===== config.mk =====
export PLATFORM = sky130hd
export DESIGN_NAME = pipe_hazard_ctrl
export DESIGN_NICKNAME = d
export VERILOG_FILES = /design/src/rtl/pipe_hazard_ctrl.sv
export SDC_FILE = /design/constraint.sdc
export NUM_CORES = 1
export LEC_CHECK = 0
export CAP_MARGIN = 20
export CORE_UTILIZATION = 36
export DETAILED_ROUTE_END_ITERATION = 10
export PLACE_DENSITY_LB_ADDON = 0.2
export SYNTH_ARGS = -nofsm -noshare
export SYNTH_HDL_FRONTEND = slang
export SYNTH_SLANG_ARGS = --single-unit

===== constraint.sdc =====
create_clock -name clk -period 2.89 [get_ports clk]
set_input_delay 0.578 -clock clk [delete_from_list [all_inputs] [get_ports clk]]
set_output_delay 0.578 -clock clk [all_outputs]
set_load 0.1 [all_outputs]

===== src/rtl/pipe_hazard_ctrl.sv =====
// Pipeline sequencing controller: stage enables/flushes from load-use, flag-use,
// taken-branch and memory-wait conditions. Define PIPE_PERF_EN to build the perf counters.
module pipe_hazard_ctrl #(
    parameter int unsigned MEM_TIMEOUT = 15
) (
    input  logic        clk,
    input  logic        reset,
    input  logic [4:0]  id_rn,
    input  logic [4:0]  id_rm,
    input  logic        id_rn_used,
    input  logic        id_rm_used,
    input  logic        id_flag_use,
    input  logic        ex_mem_read,
    input  logic [4:0]  ex_rd,
    input  logic        ex_flag_write,
    input  logic        ex_br_taken,
    input  logic        mem_valid,
    input  logic        mem_ready,
    output logic        pc_en,
    output logic        ifid_en,
    output logic        idex_en,
    output logic        exmem_en,
    output logic        memwb_en,
    output logic        ifid_flush,
    output logic        idex_flush,
    output logic        memwb_bubble,
    output logic        mem_timeout,
    output logic [31:0] stall_cycles,
    output logic [31:0] flush_events
);

    typedef enum logic [1:0] {
        RUN      = 2'b00,
        MEM_WAIT = 2'b01,
        ERR      = 2'b10
    } state_t;

    localparam logic [7:0] TIMEOUT_LAST = 8'(MEM_TIMEOUT - 1);

    state_t     r_state;
    state_t     w_state_nxt;
    logic [7:0] r_wait_cnt;
    logic [7:0] w_wait_cnt_nxt;
    logic       w_load_use;
    logic       w_flag_use;
    logic       w_hazard;
    logic       w_mem_stall;

    // XZR (register 31) is never a real producer, so it cannot hazard.
    assign w_load_use  = ex_mem_read & (ex_rd != 5'd31) &
                         ((id_rn_used & (id_rn == ex_rd)) | (id_rm_used & (id_rm == ex_rd)));
    assign w_flag_use  = id_flag_use & ex_flag_write;
    assign w_hazard    = w_load_use | w_flag_use;
    assign w_mem_stall = mem_valid & ~mem_ready;
    assign mem_timeout = (r_state == ERR);

    // State and wait counter registers.
    always_ff @(posedge clk or posedge reset) begin
        if (reset) begin
            r_state    <= RUN;
            r_wait_cnt <= 8'd0;
        end else begin
            r_state    <= w_state_nxt;
            r_wait_cnt <= w_wait_cnt_nxt;
        end
    end

    // Next-state and Mealy stage-control outputs.
    always_comb begin
        pc_en          = 1'b1;
        ifid_en        = 1'b1;
        idex_en        = 1'b1;
        exmem_en       = 1'b1;
        memwb_en       = 1'b1;
        ifid_flush     = 1'b0;
        idex_flush     = 1'b0;
        memwb_bubble   = 1'b0;
        w_state_nxt    = r_state;
        w_wait_cnt_nxt = r_wait_cnt;
        if (reset) begin
            pc_en          = 1'b0;
            ifid_en        = 1'b0;
            idex_en        = 1'b0;
            exmem_en       = 1'b0;
            memwb_en       = 1'b0;
            ifid_flush     = 1'b1;
            idex_flush     = 1'b1;
            memwb_bubble   = 1'b1;
            w_state_nxt    = RUN;
            w_wait_cnt_nxt = 8'd0;
        end else begin
            case (r_state)
                RUN, MEM_WAIT: begin
                    if (w_mem_stall) begin
                        pc_en          = 1'b0;
                        ifid_en        = 1'b0;
                        idex_en        = 1'b0;
                        exmem_en       = 1'b0;
                        memwb_bubble   = 1'b1;
                        w_wait_cnt_nxt = r_wait_cnt + 8'd1;
                        if ((r_state == MEM_WAIT) && (r_wait_cnt == TIMEOUT_LAST)) begin
                            w_state_nxt = ERR;
                        end else begin
                            w_state_nxt = MEM_WAIT;
                        end
                    end else begin
                        // The ready cycle behaves exactly like a RUN cycle.
                        w_state_nxt    = RUN;
                        w_wait_cnt_nxt = 8'd0;
                        if (ex_br_taken) begin
                            ifid_flush = 1'b1;
                            idex_flush = 1'b1;
                        end else if (w_hazard) begin
                            pc_en      = 1'b0;
                            ifid_en    = 1'b0;
                            idex_flush = 1'b1;
                        end else begin
                            idex_flush = 1'b0;
                        end
                    end
                end
                ERR: begin
                    pc_en        = 1'b0;
                    ifid_en      = 1'b0;
                    idex_en      = 1'b0;
                    exmem_en     = 1'b0;
                    memwb_en     = 1'b0;
                    memwb_bubble = 1'b1;
                    w_state_nxt  = ERR;
                end
                default: begin
                    pc_en          = 1'b0;
                    ifid_en        = 1'b0;
                    idex_en        = 1'b0;
                    exmem_en       = 1'b0;
                    memwb_en       = 1'b0;
                    memwb_bubble   = 1'b1;
                    w_state_nxt    = RUN;
                    w_wait_cnt_nxt = 8'd0;
                end
            endcase
        end
    end

`ifdef PIPE_PERF_EN
    logic        w_active;
    logic        w_stall_evt;
    logic        w_flush_evt;
    logic [31:0] r_stall_cycles;
    logic [31:0] r_flush_events;

    assign w_active    = (r_state == RUN) | (r_state == MEM_WAIT);
    assign w_stall_evt = (r_state == ERR) |
                         (w_active & (w_mem_stall | (~ex_br_taken & w_hazard)));
    assign w_flush_evt = w_active & ~w_mem_stall & ex_br_taken;

    // Saturating performance counters.
    always_ff @(posedge clk or posedge reset) begin
        if (reset) begin
            r_stall_cycles <= 32'd0;
            r_flush_events <= 32'd0;
        end else begin
            if (w_stall_evt && (r_stall_cycles != 32'hFFFF_FFFF)) begin
                r_stall_cycles <= r_stall_cycles + 32'd1;
            end
            if (w_flush_evt && (r_flush_events != 32'hFFFF_FFFF)) begin
                r_flush_events <= r_flush_events + 32'd1;
            end
        end
    end

    assign stall_cycles = r_stall_cycles;
    assign flush_events = r_flush_events;
`else
    assign stall_cycles = 32'd0;
    assign flush_events = 32'd0;
`endif

endmodule


==> impl_metrics.py <==
metrics = {
    "status": {
        "status": "finished, final reports clean",
    },
    "critical_path": {
        "r2r_start": "r_state[1]$_DFF_PP0_",
        "cp_num_buf_inv": 2,
        "critPathMaxFanout": 3,
        "cp.required_ns": 2.31,
        "critPathLaunch": "ex_rd[3]",
        "rrSetupSlack_ns": 1.22,
        "path_depth": 6,
        "critical_path.top_delay_family": "buffers and inverters",
        "crit_type": "in -> out",
        "path_cells": "clkdlybuf4s50_1 > xor2_1 > nor4_2 > a32oi_2 > o31a_4 > buf_12",
        "startpoint_type": "input pin",
        "cp.arrival_ns": 2.23,
        "cp_slowest_stage_delay_ns": 0.47,
        "endpoint": "ifid_en",
        "cp-end-kind": "output port",
        "critical_path.slowest_cell": "clkdlybuf4s50_1",
        "rr_worst_depth": 4,
        "r2r_end": "r_wait_cnt[5]$_DFFE_PP0P_",
    },
    "global_routing": {
        "grt_overflow": 0,
        "grt_pass1_vias": 729,
        "grt_usage_pct": 12.5,
        "grt_pass1_wl_mm": 3.37,
        "grt_max_degree": 13,
        "antenna_found_initial": 0,
    },
    "route": {
        "first_pass_iters": 4,
        "vias_per_cell": 4.09,
        "ant_nets": 0,
        "first_iter_violations": 26,
        "vias": 944,
        "drt_wl_total_mm": 2.38,
        "wl_per_cell_um": 10.3,
        "drc": 0,
    },
    "logic_synthesis": {
        "seq_area_frac_synth_pct": 20.3,
        "syn_area_per_cell_um2": 8.04,
        "synth_edf_count": 0,
        "synth-adder-area-share_pct": 2.03,
        "synthSimpleGateAreaFrac_pct": 15.0,
        "synth_area_um2": 1230,
        "yosysUniqueCellTypes": 31,
        "synth_compound_gate_area_share_pct": 12.8,
        "async_flop_share_pct": 100,
        "synth_top_family_by_area": "buffers and inverters",
        "ys.flop_type": "dfrtp_1",
        "ys_seq_elements": 10,
        "synth_xor_area_share_pct": 7.12,
        "netlist_instances": 153,
        "synth_warnings": 0,
        "synth_mux_area_share_pct": 0,
    },
    "place": {
        "place_hpwl_mm": 1.93,
        "numPortBuffers": 33,
        "gp_congestion": 0.824,
        "pre_cts_ws_ns": -0.00127,
        "placedCellCount": 228,
    },
    "sta": {
        "worstMarginPinSlew_ns": 0.761,
        "slew-limit-headroom_pct": 48.9,
        "fmax_mhz": 356,
        "fin_skew_ns": 0.0133,
        "hold_viol": 0,
        "worst_slack_ns": 0.0834,
        "final-setup-viol-count": 0,
        "period_share_pct": 97.1,
        "fin_hold_ws_ns": 0.505,
        "report.final.slew_viol_count": 0,
        "rsz0062_at_grt": "no",
        "fin_crit_ns": 2.81,
        "fin_setup_tns_ns": 0,
    },
    "final_layout": {
        "drive_above_1_share_pct": 13.9,
        "fin_nets": 216,
        "area_growth_pct": 24.4,
        "layout_common_cells": "64 x conb_1, 22 x clkdlybuf4s50_1, 12 x o21ai_0, 10 x dfrtp_1",
        "stdcell_count": 231,
        "n_antenna_cell": 0,
        "final_common_cell": "conb_1",
    },
    "clocking": {
        "tritoncts": "yes",
        "cts_buffers": 3,
        "cts_num_sinks": 10,
        "clock_path_buffers": 2,
        "post_cts_buffers": 0,
        "cts_hold_buf": 0,
        "cts_root_buf": "clkbuf_4",
        "clock_latency_ns": 0.27,
        "h-tree-depth": 1,
        "path_clk_slew_ns": 0.07,
    },
    "floorplanning": {
        "ioPinCount": 98,
        "fp.dieH_um": 60.5,
        "die_x_um": 60.5,
        "fp-row-count": 20,
        "coreArea_um2": 3150,
        "die_area_um2": 3650,
        "start_util_pct": 39.0,
    },
    "pwr": {
        "p_per_area_nw_per_um2": 505,
        "ir_drop_v": 0.000222,
        "leakage_nw": 0.753,
    },
    "job": {
        "cap_violations": 0,
    },
    "min_path": {
        "hold_path_class": "reg -> reg",
    },
}
-- repair_timing --
action | in CTS | in global routing
endpoints found under the hold margin | 0 | 0
gates cloned | 0 | 0
gates resized for setup | 3 | 2
pin swaps | 0 | 3
setup endpoints to repair | 2 | 3
-- cells in the mapped netlist, types with 2 or more instances --
master	instances	area share [%]
ha_1	2	2.0
inv_1	4	1.2
nor2_1	8	2.4
buf_4	66	40
a21oi_1	2	0.81
nand3_1	5	2.0
o31ai_1	3	1.8
nand2_1	7	2.1
and3_1	2	1.0
dfrtp_1	10	20
nor3_1	3	1.2
xnor2_1	2	1.4
o21ai_0	12	4.9
xor2_1	8	5.7
nor4_1	3	1.5
-- metrics by stage --
stage | util [%] | instance area (µm²) | power (W)
6_report | 48.5 | 1530 | 0.000773
5_1_grt | 48.5 | 1530 | 0.000798
4_1_cts | 48.4 | 1530 | 0.000774
3_5_place_dp | 47.0 | 1480 | 0.000678
3_3_place_gp | 47.0 | 1480 | 0.000676
2_1_floorplan | - | 1510 | 0.000667
-- logic make-up (layout without fill, tap and decap cells) --
logic type	after synthesis	count (layout)
buf+inv	71	42
simple gates	35	35
compound gates	24	24
xor+xnor	10	10
flops	10	10
fa+ha+maj	2	2
other cells	1	64
-- power by group --
| part | total (W) | internal (W) | switching [W] |
|---|---|---|---|
| clock network | 0.0000925 | 0.0000479 | 0.0000446 |
| logic | 0.000538 | 0.0000779 | 0.000460 |
| registers | 0.000143 | 0.000141 | 0.00000127 |
| total | 0.000773 | 0.000267 | 0.000506 |
-- metal layers --
layer	share of wire [%]	up-vias	global-route usage (%)
li1	-	455	-
met1	38	428	17.1
met2	54	61	19.6
met3	8.1	0	3.84
met4	0	0	2.27
met5	0	-	0
-- worst min path at each step --
stage	from	end	cells past startpoint
after detailed placement	r_wait_cnt[7]$_DFFE_PP0P_	r_wait_cnt[7]$_DFFE_PP0P_	1
after floorplan	reset	r_state[0]$_DFF_PP0_	1
after CTS	r_wait_cnt[7]$_DFFE_PP0P_	r_wait_cnt[7]$_DFFE_PP0P_	1
final	r_wait_cnt[7]$_DFFE_PP0P_	r_wait_cnt[7]$_DFFE_PP0P_	1
after global routing	r_wait_cnt[7]$_DFFE_PP0P_	r_wait_cnt[7]$_DFFE_PP0P_	1
after global placement	r_wait_cnt[7]$_DFFE_PP0P_	r_wait_cnt[7]$_DFFE_PP0P_	1
-- worst reg2reg max path: cells and delay by family (launching register included) --
family          cells  cell delay (ns)
simple gates        1             0.64
flops               1             0.48
buf+inv             1             0.13
compound gates      2             0.33
-- sequential cells by signal, indices dropped and copies added, names as in the netlist --
register	cells
r_state	2
r_wait_cnt	8
-- cell type report --
class                           instances  area (µm²)
Sequential cell                        10         250
Multi-Input combinational cell        135         756
Clock buffer                            3        22.5
Fill cell                             304        1620
Tap cell                               44        55.1
Inverter                                4        18.8
Timing Repair Buffer                   35         428
(Power assumes the default switching activity.)
